==> src/rtl/window_gen_3x3.sv <==
// -----------------------------------------------------------------------------
// window_gen_3x3
//   Streaming 3x3 sliding-window generator. Takes a raster-order pixel stream
//   and emits one packed 3x3 window for every stride-1 position that fits
//   entirely inside the frame (no padding). Two IMG_W-deep line buffers hold
//   the previous two rows. A 3x3 register window shifts left one column per
//   accepted pixel.
//
// Ports
//   i_clk     clock, rising edge
//   i_rst_n   asynchronous active-low reset
//   i_data    input pixel, raster order
//   i_valid   i_data valid
//   o_ready   block can accept i_data this cycle (low while in reset)
//   o_window  packed window, slot k = window row k/3, col k%3 (row 0 = top)
//   o_valid   o_window valid
//   i_ready   downstream accepts o_window
//   o_last    with o_valid: last window of the frame
// -----------------------------------------------------------------------------
module window_gen_3x3 #(
  parameter int DATA_W = 10,
  parameter int IMG_W  = 8,
  parameter int IMG_H  = 8
) (
  input  logic                  i_clk,
  input  logic                  i_rst_n,
  input  logic [DATA_W-1:0]     i_data,
  input  logic                  i_valid,
  output logic                  o_ready,
  output logic [9*DATA_W-1:0]   o_window,
  output logic                  o_valid,
  input  logic                  i_ready,
  output logic                  o_last
);

  localparam int CW = $clog2(IMG_W);
  localparam int RW = $clog2(IMG_H);
  localparam logic [CW-1:0] COL_LAST = CW'(IMG_W - 1);
  localparam logic [RW-1:0] ROW_LAST = RW'(IMG_H - 1);
  localparam logic [CW-1:0] COL_TWO  = CW'(2);
  localparam logic [RW-1:0] ROW_TWO  = RW'(2);

  // Raster position of the next pixel to be accepted
  logic [CW-1:0]        col_q, col_d;
  logic [RW-1:0]        row_q, row_d;

  // 3x3 window registers, [row][col], row 0 = oldest line, col 0 = leftmost
  logic [DATA_W-1:0]    win_q [3][3];
  logic [DATA_W-1:0]    win_d [3][3];

  // Line buffers: lb0 = previous row, lb1 = row before that
  logic [DATA_W-1:0]    lb0_q [IMG_W];
  logic [DATA_W-1:0]    lb1_q [IMG_W];

  // Registered output beat
  logic [9*DATA_W-1:0]  out_win_q, out_win_d;
  logic                 out_valid_q, out_valid_d;
  logic                 out_last_q, out_last_d;

  logic                 accept;
  logic                 consume;
  logic                 win_pos;
  logic                 frame_end;
  logic [DATA_W-1:0]    new_col [3];

  assign o_ready  = i_rst_n && (!out_valid_q || i_ready);
  assign accept   = i_valid && o_ready;
  assign consume  = out_valid_q && i_ready;

  assign o_window = out_win_q;
  assign o_valid  = out_valid_q;
  assign o_last   = out_last_q;

  // A window is complete only once two earlier columns of the same row and
  // two earlier rows of the same frame have been seen, so windows never
  // straddle a row wrap or a frame boundary even though the registers and
  // line buffers are never flushed.
  assign win_pos   = (row_q >= ROW_TWO) && (col_q >= COL_TWO);
  assign frame_end = (row_q == ROW_LAST) && (col_q == COL_LAST);

  // Incoming column, top to bottom
  assign new_col[0] = lb1_q[col_q];
  assign new_col[1] = lb0_q[col_q];
  assign new_col[2] = i_data;

  always_comb begin
    col_d       = col_q;
    row_d       = row_q;
    out_win_d   = out_win_q;
    out_valid_d = out_valid_q;
    out_last_d  = out_last_q;
    for (int unsigned r = 0; r < 3; r++) begin
      for (int unsigned c = 0; c < 3; c++) begin
        win_d[r][c] = win_q[r][c];
      end
    end

    if (accept) begin
      for (int unsigned r = 0; r < 3; r++) begin
        win_d[r][0] = win_q[r][1];
        win_d[r][1] = win_q[r][2];
        win_d[r][2] = new_col[r];
      end

      if (col_q == COL_LAST) begin
        col_d = '0;
        row_d = (row_q == ROW_LAST) ? '0 : row_q + 1'b1;
      end else begin
        col_d = col_q + 1'b1;
      end

      if (win_pos) begin
        out_valid_d = 1'b1;
        out_last_d  = frame_end;
        for (int unsigned r = 0; r < 3; r++) begin
          for (int unsigned c = 0; c < 3; c++) begin
            out_win_d[DATA_W*(3*r+c) +: DATA_W] = win_d[r][c];
          end
        end
      end else if (consume) begin
        out_valid_d = 1'b0;
        out_last_d  = 1'b0;
      end
    end else if (consume) begin
      out_valid_d = 1'b0;
      out_last_d  = 1'b0;
    end
  end

  always_ff @(posedge i_clk or negedge i_rst_n) begin
    if (!i_rst_n) begin
      col_q       <= '0;
      row_q       <= '0;
      out_win_q   <= '0;
      out_valid_q <= 1'b0;
      out_last_q  <= 1'b0;
      for (int unsigned r = 0; r < 3; r++) begin
        for (int unsigned c = 0; c < 3; c++) begin
          win_q[r][c] <= '0;
        end
      end
    end else begin
      col_q       <= col_d;
      row_q       <= row_d;
      out_win_q   <= out_win_d;
      out_valid_q <= out_valid_d;
      out_last_q  <= out_last_d;
      for (int unsigned r = 0; r < 3; r++) begin
        for (int unsigned c = 0; c < 3; c++) begin
          win_q[r][c] <= win_d[r][c];
        end
      end
    end
  end

  // Line-buffer contents are don't-care after reset, so they carry no reset.
  // accept is already gated by i_rst_n through o_ready.
  always_ff @(posedge i_clk) begin
    if (accept) begin
      lb1_q[col_q] <= lb0_q[col_q];
      lb0_q[col_q] <= i_data;
    end
  end

endmodule

==> config.mk <==
export PLATFORM = sky130hd
export DESIGN_NAME = window_gen_3x3
export DESIGN_NICKNAME = d
export VERILOG_FILES = /design/src/rtl/window_gen_3x3.sv
export SDC_FILE = /design/constraint.sdc
export NUM_CORES = 1
export LEC_CHECK = 0
export ABC_CLOCK_PERIOD_IN_PS = 5450
export CORE_UTILIZATION = 55
export CTS_CLUSTER_SIZE = 28
export DETAILED_ROUTE_END_ITERATION = 12
export PLACE_DENSITY = 0.77
export RECOVER_POWER = 50
export SLEW_MARGIN = 20
export SYNTH_ARGS = -nofsm -noshare
export SYNTH_HDL_FRONTEND = slang
export SYNTH_SLANG_ARGS = --single-unit
==> constraint.sdc <==
create_clock -name i_clk -period 5.45 [get_ports i_clk]
set_input_delay 1.635 -clock i_clk [delete_from_list [all_inputs] [get_ports i_clk]]
set_output_delay 1.635 -clock i_clk [all_outputs]
set_load 0.01 [all_outputs]
Yosys cells after proc, flatten, opt, wreduce, memory -nomap -nowiden
Memories as Yosys holds them, arrays and structs flattened.
Cells that the tools add are included.
W data, S select, Z words.
{"block": "totals", "regBits": 158, "ramBits": 160, "inputBits": 14, "word_cells": 38, "n_memories": 2}
{"memory": "lb0_q", "words": 8, "word_bits": 10, "read_ports": 1, "rd_clocked_by_memory_dff": 0, "write_ports": 1, "line_no": "52", "text": "logic [DATA_W-1:0] lb0_q [IMG_W];"}
{"memory": "lb1_q", "words": 8, "word_bits": 10, "read_ports": 1, "rd_clocked_by_memory_dff": 0, "write_ports": 1, "line_no": "53", "text": "logic [DATA_W-1:0] lb1_q [IMG_W];"}
{"block": "classes", "addsub": 2, "n_lt_le_gt_ge": 2, "eq_ne": 2, "mux": 10, "reduce_logical": 9}
{"operator": "$mux W1", "n": 8}
{"operator": "$add A3 B1 Y3 const B", "n": 2}
{"operator": "$eq A3 B3 Y1 const B", "n": 2}
{"operator": "$ge A3 B2 Y1 const B", "n": 2}
{"operator": "$mux W3", "n": 2}
{"operator": "$logic_and A1 B1 Y1", "n": 5}
{"operator": "$reduce_and A2 Y1", "n": 2}
{"operator": "$logic_not A1 Y1", "n": 1}
{"operator": "$logic_or A1 B1 Y1", "n": 1}

Depth between registers and ports, before layout
Gate-level depths: netlist of the first run.
{"block": "logic_depth", "ltp_word": 6, "ltp_mapped": 7, "depth_no_buf": 5}

Worst setup path after synthesis of the first run
Ideal clock, no wire load.
{"block": "synth_path", "kind": "input to register", "from": "in i_ready", "to": "mem lb0_q[0][0] (enable)", "setup_ns": 0.448, "t_arrival_ns": 3.927, "required_ns": 5.002, "path_slack_ns": 1.075, "path_stages": 3, "path_buffers": 0, "cell_sequence": "nand2b_4 > nand3_1 > nor4_1"}
{"block": "synth_between", "elab_chain_len": 5}
{"item": "start, declared", "line_no": "32", "text": "input logic i_ready,"}
{"item": "$logic_or A1 B1 Y1", "line_no": "66", "text": "assign o_ready = i_rst_n && (!out_valid_q || i_ready);"}
{"item": "$logic_and A1 B1 Y1", "line_no": "66"}
{"item": "$logic_and A1 B1 Y1", "line_no": "67", "text": "assign accept = i_valid && o_ready;"}
{"item": "$mux W1", "line_no": "159", "text": "if (accept) begin"}
{"item": "$mux W1 (not written as such)", "line_no": "161", "text": "lb0_q[col_q] <= i_data;"}
{"item": "end, declared", "line_no": "52"}
No other way between the ends.

Worst setup path in the final report of the first run
{"block": "layout_path", "from": "in i_rst_n", "to": "out o_ready"}
{"block": "layout_between", "elab_chain_len": 1}
{"item": "start, declared", "line_no": "26", "text": "input logic i_rst_n,"}
{"item": "$logic_and A1 B1 Y1", "line_no": "66"}
{"item": "end, declared", "line_no": "29", "text": "output logic o_ready,"}
No other way between the ends.

==> results.toml, run 1 <==
[route]
wl_per_cell_um = 20.2
drtAntennaViolNets = 0
drt-initial-drc-count = 399
drt-total-wl_mm = 23.7
drc = 0
dr.pass1.iters = 5
dr_total_vias = 6684
route.detailed.vias_per_inst = 5.69

[setup_path]
rrSetupSlack_ns = 0.78
cp-start-kind = "primary input"
end_kind = "output port"
worstReg2RegStart = "col_q[2]$_DFFE_PN0P_"
path_class = "primary input to output port"
r2r_end = "lb1_q[4][0]$_DFFE_PP_"
crit_fanout = 17
r2r_cells = 4
worstPathArrival_ns = 3.14
crit_required_ns = 3.82

[worst_hold_path]
holdCritPathClass = "flop to flop"
hold_end = "win_q[48]$_DFFE_PN0P_"
holdPathStages = 2
worstHoldStart = "win_q[48]$_DFFE_PN0P_"

[yosys]
synth_warnings = 0
syn_area_um2 = 12200
ys_ff_latch = 318
synth.yosys.seq_area_share_pct = 72.0
syn_nets = 769
yosysTopAreaCell = "edfxtp_1"
synthTopCellsByArea = "edfxtp_1 40%, dfrtp_1 33%, mux4_2 6.7%, mux2_1 6.2%, nand2_1 5.5%"
synthCells = 749
synth_cell_type_count = 38
yosysTopAreaCellShare_pct = 39.5
syn_area_per_cell_um2 = 16.2

[layout]
fillCellCount = 1451
final_common_cell = "nand2_1"
final_net_count = 891
layout.area.seq_um2 = 8760
antenna_cells = 0
drive_above_1_share_pct = 16.6
most-common-layout-cells = "183 x nand2_1, 160 x edfxtp_1, 156 x dfrtp_1"
design_area_um2 = 14600
utilization_pct = 66.9
syn2layout_area_growth_pct = 19.8
multi_input_area_um2 = 3140

[clock_network]
clockRootBuffer = "clkbuf_16"
clk_latency_ns = 0.54
hold_buffers = 0
path_clk_slew_ns = 0.06
postCtsSetupRepairBufs = 0
clkSinkCount = 318
cts_resized = 0
cts_tree = "done"
h-tree-depth = 1
clk_path_buf_depth = 3
numCtsBuffers = 30

[power_and_ir_drop]
seqPwrFrac_pct = 45.1
p_clk_share_pct = 28.3
power_density_nw_per_um2 = 543
internal_power_mw = 5.67
p_comb_share_pct = 26.6
power_switching_mw = 2.23
total_power_mw = 7.90
switching_share_pct = 28.2
power.leakage_nw = 5.99
ir_drop_mv = 0.288

[placement]
postPlaceCellArea_um2 = 13500
dp_hpwl_mm = 14.7
gp_congestion = 0.729
port_buffers = 106

[global_route]
first_global_vias = 6890
grt_antenna_before_repair = 0
grt_first_pass_wirelength_mm = 37.0
grt_max_degree = 79
grt_usage_pct = 21.6
grt_overflow_total = 0

[sta]
slew_violations = 249
slew_headroom_pct = -105
period_needed_ns = 4.77
fin_crit_sh_pct = 87.6
setup_viol = 0
fin_setup_tns_ns = 0
hold_viol_final = 0
fin_skew_ns = 0.00675
rsz0062_at_grt = "no"
whs_ns = 0.472
tightest_slew_ns = 3.07
fmax_ghz = 0.209

[floorplan]
initial_core_util_pct = 55.9
core-area_um2 = 21800
dieArea_um2 = 22700
fp.dieH_um = 151
num_rows = 54
die-width_um = 151
ios = 107

[status]
violations = "capacitance limit, slew limit"
status = "finished, violations left"

[run]
drv_cap = 4
==> sequential cells by signal (all words and copies together), names as in the netlist <==
register	flops
lb0_q	80
o_window	90
o_last	1
o_valid	1
row_q	3
col_q	3
lb1_q	80
win_q	60
==> power by group through the flow <==
stage | registers, mW | logic [mW] | clock network [mW]
floorplan | 3.60 | 1.12 | 0
global placement | 3.57 | 2.04 | 0
detailed placement | 3.61 | 2.11 | 0
CTS | 3.57 | 2.12 | 2.27
global route | 3.63 | 2.28 | 2.36
finish | 3.56 | 2.10 | 2.24
==> logic make-up after synthesis <==
logic type	synth area share [%]
AOI/OAI and AO/OA	1.23
buffers and inverters	2.29
and+or+nand+nor	7.29
adders and majority gates	0.617
DFF	72.0
muxes	16.5
==> final cells by class <==
class / instances / share of cell area [%]
Inverter: 3 / 0.0773
Clock buffer: 43 / 6.12
Tap cell: 280 / 2.41
Multi-Input combinational cell: 388 / 21.6
Clock inverter: 12 / 1.37
Timing Repair Buffer: 130 / 8.29
Sequential cell: 318 / 60.1
==> critical path, stage by stage <==
cell and delay (ns):
clkbuf_1 0.73, and2_1 0.23, clkdlybuf4s50_1 0.53
==> routing by layer <==
layer / up-vias / track usage, % / part of all wire (%)
met5: - / 0 / 0
met2: 217 / 38.0 / 52
met1: 3475 / 27.6 / 41
li1: 2957 / - / -
met3: 35 / 3.24 / 5.1
met4: 0 / 6.80 / 2.0
==> worst max-delay path by stage <==
stage,start,end,slack (ns),cells past startpoint
after detailed placement,i_ready,o_ready,0.90,4
final,i_rst_n,o_ready,0.68,3
after global placement,i_ready,o_ready,0.89,4
after floorplan,i_ready,lb0_q[0][0]$_DFFE_PP_,1.07,3
after global routing,i_rst_n,o_ready,0.50,3
after CTS,i_ready,o_ready,0.90,4
==> through the flow <==
step	cells	setup slack (ns)
after detailed placement	1119	0.901
after floorplan	749	1.07
after global placement	1119	0.893
after global routing	1174	0.496
final	1174	0.676
after CTS	1174	0.897
==> synthesized netlist by cell type, drive strengths merged <==
master  count
a211oi      3
nor3        4
edfxtp    160
mux4       36
a221oi      1
nor4b       1
nand2     183
and4b       1
inv         3
mux2      103
and2        1
dfrtp     158
nand4       1
ha          6
clkbuf     12
nor2b       2
o311ai      1
a31oi       9
mux2i       4
a211o       1
nand2b      1
a21o        1
and3        4
nor4        2
nor3b       2
o21ai       6
buf        28
nand3       2
nor2       10
or3         2
a21boi      1
(Power assumes the default switching activity.)
==> inputs of run 2 (changes only) <==
--- a/config.mk
+++ b/config.mk
@@ -6,10 +6,12 @@
 export NUM_CORES = 1
 export LEC_CHECK = 0
 export ABC_CLOCK_PERIOD_IN_PS = 5450
-export CORE_UTILIZATION = 55
+export CELL_PAD_IN_SITES_DETAIL_PLACEMENT = 1
+export CELL_PAD_IN_SITES_GLOBAL_PLACEMENT = 2
+export CORE_UTILIZATION = 45
 export CTS_CLUSTER_SIZE = 28
 export DETAILED_ROUTE_END_ITERATION = 12
-export PLACE_DENSITY = 0.77
+export PLACE_DENSITY_LB_ADDON = 0.1
 export RECOVER_POWER = 50
 export SLEW_MARGIN = 20
 export SYNTH_ARGS = -nofsm -noshare
==> results.toml, run 2 (synthesis results as in run 1) <==
[status]
status = "finished, violations left"
violations = "DRC, capacitance limit, slew limit"

[sta]
slew_headroom_pct = -23.7
slew_violations = 124
tightest_slew_ns = 1.86
rsz0062_at_grt = "no"
fin_skew_ns = 0.0143
fin_setup_tns_ns = 0
hold_viol_final = 0
fin_crit_sh_pct = 86.7
fmax_ghz = 0.212
setup_viol = 0
period_needed_ns = 4.73

[route]
drc = 12
wl_per_cell_um = 21.3
dr.pass1.iters = 10
drt-total-wl_mm = 26.3
route.detailed.vias_per_inst = 5.29
dr_total_vias = 6535
drtAntennaViolNets = 0
drt-initial-drc-count = 451

[clock_network]
postCtsSetupRepairBufs = 0
numCtsBuffers = 35
hold_buffers = 0
path_clk_slew_ns = 0.05
clockRootBuffer = "clkbuf_16"
h-tree-depth = 2
cts_resized = 0
clk_path_buf_depth = 3
clkSinkCount = 318
clk_latency_ns = 0.51
cts_tree = "done"

[layout]
multi_input_area_um2 = 3150
drive_above_1_share_pct = 16.1
most-common-layout-cells = "183 x nand2_1, 160 x edfxtp_1, 156 x dfrtp_1"
final_common_cell = "nand2_1"
fillCellCount = 2460
largest_reg_flops = 90
final_net_count = 895
antenna_cells = 0
syn2layout_area_growth_pct = 20.5
fin_cells = 1235
layout.area.seq_um2 = 8760
utilization_pct = 55.7

[setup_path]
worstPathArrival_ns = 3.09
crit_required_ns = 3.82
path_class = "primary input to output port"
cp-start-kind = "primary input"
crit_fanout = 5
slowest_stage = "dlygate4sd3_1"
cp_slowest_stage_delay_ns = 0.55
end_kind = "output port"
path_cells = "dlygate4sd3_1, nand2b_1, and2_1, clkdlybuf4s50_1"

[global_route]
first_global_vias = 7255
grt_usage_pct = 19.9
grt_antenna_before_repair = 0
grt_overflow_total = 0
grt_max_degree = 76
grt_first_pass_wirelength_mm = 42.4

[floorplan]
num_rows = 59
ios = 107
dieArea_um2 = 27700
core-area_um2 = 26300
fp.dieH_um = 166
initial_core_util_pct = 46.3
die-width_um = 166

[power_and_ir_drop]
power_density_nw_per_um2 = 536
internal_power_mw = 5.57
switching_share_pct = 29.1
ir_drop_mv = 0.309
p_clk_share_pct = 28.7
power_switching_mw = 2.29
p_comb_share_pct = 26.5
seqPwrFrac_pct = 44.8
power.leakage_nw = 6.17

[placement]
post-place-cells = 1173
gp_congestion = 0.722
dp_hpwl_mm = 16.3
port_buffers = 106

[run]
drv_cap = 2

[worst_hold_path]
holdCritPathClass = "flop to flop"
-- run 2: cell types whose count changed in the layout (fill, tap and decap cells not counted), sizes merged --
cell,change
buf,+1
bufinv,-4
clkbuf,+10
clkdlybuf4s50,-66
clkinv,+4
clkinvlp,-3
dlygate4sd3,+66
inv,-2
-- run 2: final cells by class --
class                      count  area share (%)
tap                          335            2.86
clock buffer                  55            7.12
inverter                       3          0.0769
clock inverter                 7           0.393
multi-input combinational    388            21.5
timing repair buffer         129            8.27
sequential                   318            59.8
-- run 2: power groups by stage --
stage	combinational, mW	clock (mW)	sequential, mW
after global routing	2.28	2.40	3.60
after CTS	2.21	2.31	3.55
after global placement	2.14	0	3.55
after detailed placement	2.20	0	3.59
final	2.08	2.25	3.52
after floorplan	1.12	0	3.60
-- run 2: worst max-delay path: cells and delay by family --
family | cells | cell delay (ns)
buf+inv | 2 | 1.07
simple gates | 2 | 0.39
-- run 2: final timing paths --
path                                             from                        to  slack [ns]  depth (start not counted)
min in group asynchronous                     i_rst_n  o_window[56]$_DFFE_PN0P_        0.97                          1
worst max-delay path                          i_ready                   o_ready        0.72                          4
worst max register to register   col_q[1]$_DFFE_PN0P_  o_window[56]$_DFFE_PN0P_        2.19                          5
max in group asynchronous                     i_rst_n      col_q[2]$_DFFE_PN0P_        1.74                          3
worst min register to register  win_q[46]$_DFFE_PN0P_     win_q[46]$_DFFE_PN0P_        0.47                          2
worst min-delay path            win_q[46]$_DFFE_PN0P_     win_q[46]$_DFFE_PN0P_        0.47                          2
-- run 2: routing by layer --
metal  vias up  GRT usage [%]  routed length, um
li1       2951              -                  -
met1      3427           26.7              11600
met2       126           33.4              13100
met3        31           3.67               1040
met4         0           5.07                482
met5         -              0                  0
-- run 2: per-stage QoR --
stage / hold slack (ns) / cell area, um2 / setup slack (ns) / power, mW
global placement: 0.454 / 13600 / 0.896 / 5.69
floorplan: 0.439 / 12200 / 1.07 / 4.72
detailed placement: 0.459 / 13600 / 0.881 / 5.79
global route: 0.494 / 14600 / 0.639 / 8.28
finish: 0.465 / 14600 / 0.723 / 7.86
CTS: 0.473 / 14700 / 0.876 / 8.07
==> inputs of run 3 (changes only) <==
--- a/config.mk
+++ b/config.mk
@@ -5,12 +5,13 @@
 export SDC_FILE = /design/constraint.sdc
 export NUM_CORES = 1
 export LEC_CHECK = 0
-export ABC_CLOCK_PERIOD_IN_PS = 5450
+export ABC_CLOCK_PERIOD_IN_PS = 4300
 export CELL_PAD_IN_SITES_DETAIL_PLACEMENT = 1
 export CELL_PAD_IN_SITES_GLOBAL_PLACEMENT = 2
-export CORE_UTILIZATION = 45
+export CORE_UTILIZATION = 38
 export CTS_CLUSTER_SIZE = 28
 export DETAILED_ROUTE_END_ITERATION = 12
+export GPL_TIMING_DRIVEN = 0
 export PLACE_DENSITY_LB_ADDON = 0.1
 export RECOVER_POWER = 50
 export SLEW_MARGIN = 20
==> constraint.sdc (replaced) <==
create_clock -name i_clk -period 4.3 [get_ports i_clk]
set_input_delay 1.29 -clock i_clk [delete_from_list [all_inputs] [get_ports i_clk]]
set_output_delay 1.29 -clock i_clk [all_outputs]
set_load 0.01 [all_outputs]
==> results.toml, run 3 (synthesis results as in run 1) <==
[status]
status = "finished, violations left"
violations = "capacitance limit, slew limit"

[power_and_ir_drop]
p_comb_share_pct = 28.1
ir_drop_mv = 0.273
internal_power_mw = 7.00
p_clk_share_pct = 27.1
total_power_mw = 10.0
seqPwrFrac_pct = 44.8
power_switching_mw = 3.00
power.leakage_nw = 6.23
power_density_nw_per_um2 = 670
switching_share_pct = 30.0

[layout]
largest_reg_flops = 90
fin_cells = 1336
syn2layout_area_growth_pct = 22.8
multi_input_area_um2 = 3150
drive_above_1_share_pct = 17.2
fillCellCount = 3104
antenna_cells = 0
most-common-layout-cells = "183 x nand2_1, 160 x edfxtp_1, 158 x dfrtp_1"
layout.area.seq_um2 = 8760
final_common_cell = "nand2_1"
final_net_count = 930

[route]
drtAntennaViolNets = 0
route.detailed.vias_per_inst = 5.06
drt-initial-drc-count = 342
drc = 0
dr.pass1.iters = 5
drt-total-wl_mm = 29.0
dr_total_vias = 6754
wl_per_cell_um = 21.7

[worst_hold_path]
holdCritPathClass = "flop to flop"
hold_end = "win_q[44]$_DFFE_PN0P_"
worstHoldStart = "win_q[44]$_DFFE_PN0P_"
holdPathStages = 2

[setup_path]
worstPathArrival_ns = 2.73
worstReg2RegStart = "col_q[2]$_DFFE_PN0P_"
r2r_end = "lb1_q[4][9]$_DFFE_PP_"
crit_required_ns = 3.01
r2r_cells = 9
cp-start-kind = "primary input"
crit_start = "i_rst_n"
end_kind = "output port"
path_class = "primary input to output port"
rrSetupSlack_ns = 1.10
crit_fanout = 63

[sta]
rsz0062_at_grt = "no"
fin_crit_sh_pct = 93.6
hold_viol_final = 0
fin_skew_ns = 0.0132
tightest_slew_ns = 2.39
period_needed_ns = 4.02
whs_ns = 0.473
fin_setup_tns_ns = 0
slew_headroom_pct = -59.3
fmax_ghz = 0.249
slew_violations = 51
setup_viol = 0

[clock_network]
clk_path_buf_depth = 3
hold_buffers = 0
postCtsSetupRepairBufs = 0
clkSinkCount = 318
clk_latency_ns = 0.50
h-tree-depth = 2
numCtsBuffers = 35
cts_tree = "done"
cts_resized = 0
path_clk_slew_ns = 0.05
clockRootBuffer = "clkbuf_16"

[placement]
port_buffers = 106
gp_congestion = 0.724
post-place-cells = 1274
dp_hpwl_mm = 19.9

[floorplan]
core-area_um2 = 31600
die-width_um = 181
dieArea_um2 = 32700
ios = 107
fp.dieH_um = 181
initial_core_util_pct = 38.5
num_rows = 65

[global_route]
grt.met1_usage_pct = 25.2
use_met2_pct = 30.9
grt_overflow_total = 0
grt_antenna_before_repair = 1
grt_max_degree = 102
grt_first_pass_wirelength_mm = 45.8
top_usage_layer = "met2"
met3_usage_pct = 2.68
first_global_vias = 7428
grt_usage_pct = 18.5

[run]
drv_cap = 1
run 3: changes by cell type in the layout (fill, tap and decap cells not counted), sizes merged:
cell	delta
clkbuf	+2
clkinv	+8
clkdlybuf4s50	+27
clkdlybuf4s25	+1
bufinv	-1
dlygate4sd3	-27
buf	+24
run 3: through the flow:
stage	utilization [%]	worst slack [ns]	instance area [um2]
2_1_floorplan	-	0.270	12200
3_5_place_dp	44.1	-0.310	13900
6_report	47.3	0.277	14900
3_3_place_gp	43.5	-10.16	13700
5_1_grt	47.3	0.0898	14900
4_1_cts	47.3	0.0255	14900
run 3: layout make-up:
class                      count  share of cell area, %
sequential                   318                   58.7
multi-input combinational    388                   21.1
timing repair buffer         124                   8.20
clock buffer                  47                   6.45
tap                          402                   3.37
buffer                        40                   1.75
clock inverter                14                  0.402
inverter                       3                 0.0754
run 3: critical path: stages:
cell,delay [ns]
buf_8,0.40
buf_16,0.29
and2_1,0.17
clkdlybuf4s50_1,0.52
run 3: worst max path at each step:
| stage | to | slack, ns | cells past startpoint |
|---|---|---|---|
| after floorplan | lb0_q[0][0]$_DFFE_PP_ | 0.27 | 3 |
| after global placement | lb1_q[0][5]$_DFFE_PP_ | -10.16 | 3 |
| after detailed placement | lb1_q[4][7]$_DFFE_PP_ | -0.31 | 9 |
| after CTS | o_ready | 0.03 | 4 |
| after global routing | o_ready | 0.09 | 4 |
| final | o_ready | 0.28 | 4 |
run 3: layer usage:
layer  routed length (um)  part of all wire, %
met2                14300                   49
met1                13100                   45
met4                  633                  2.2
met3                  949                  3.3
met5                    8                0.028
run 3: power by group through the flow:
stage	combinational [mW]	sequential, mW	clock (mW)
4_1_cts	2.93	4.51	2.78
3_3_place_gp	2.83	4.53	0
6_report	2.81	4.48	2.71
2_1_floorplan	1.42	4.56	0
3_5_place_dp	2.92	4.57	0
5_1_grt	3.05	4.57	2.91
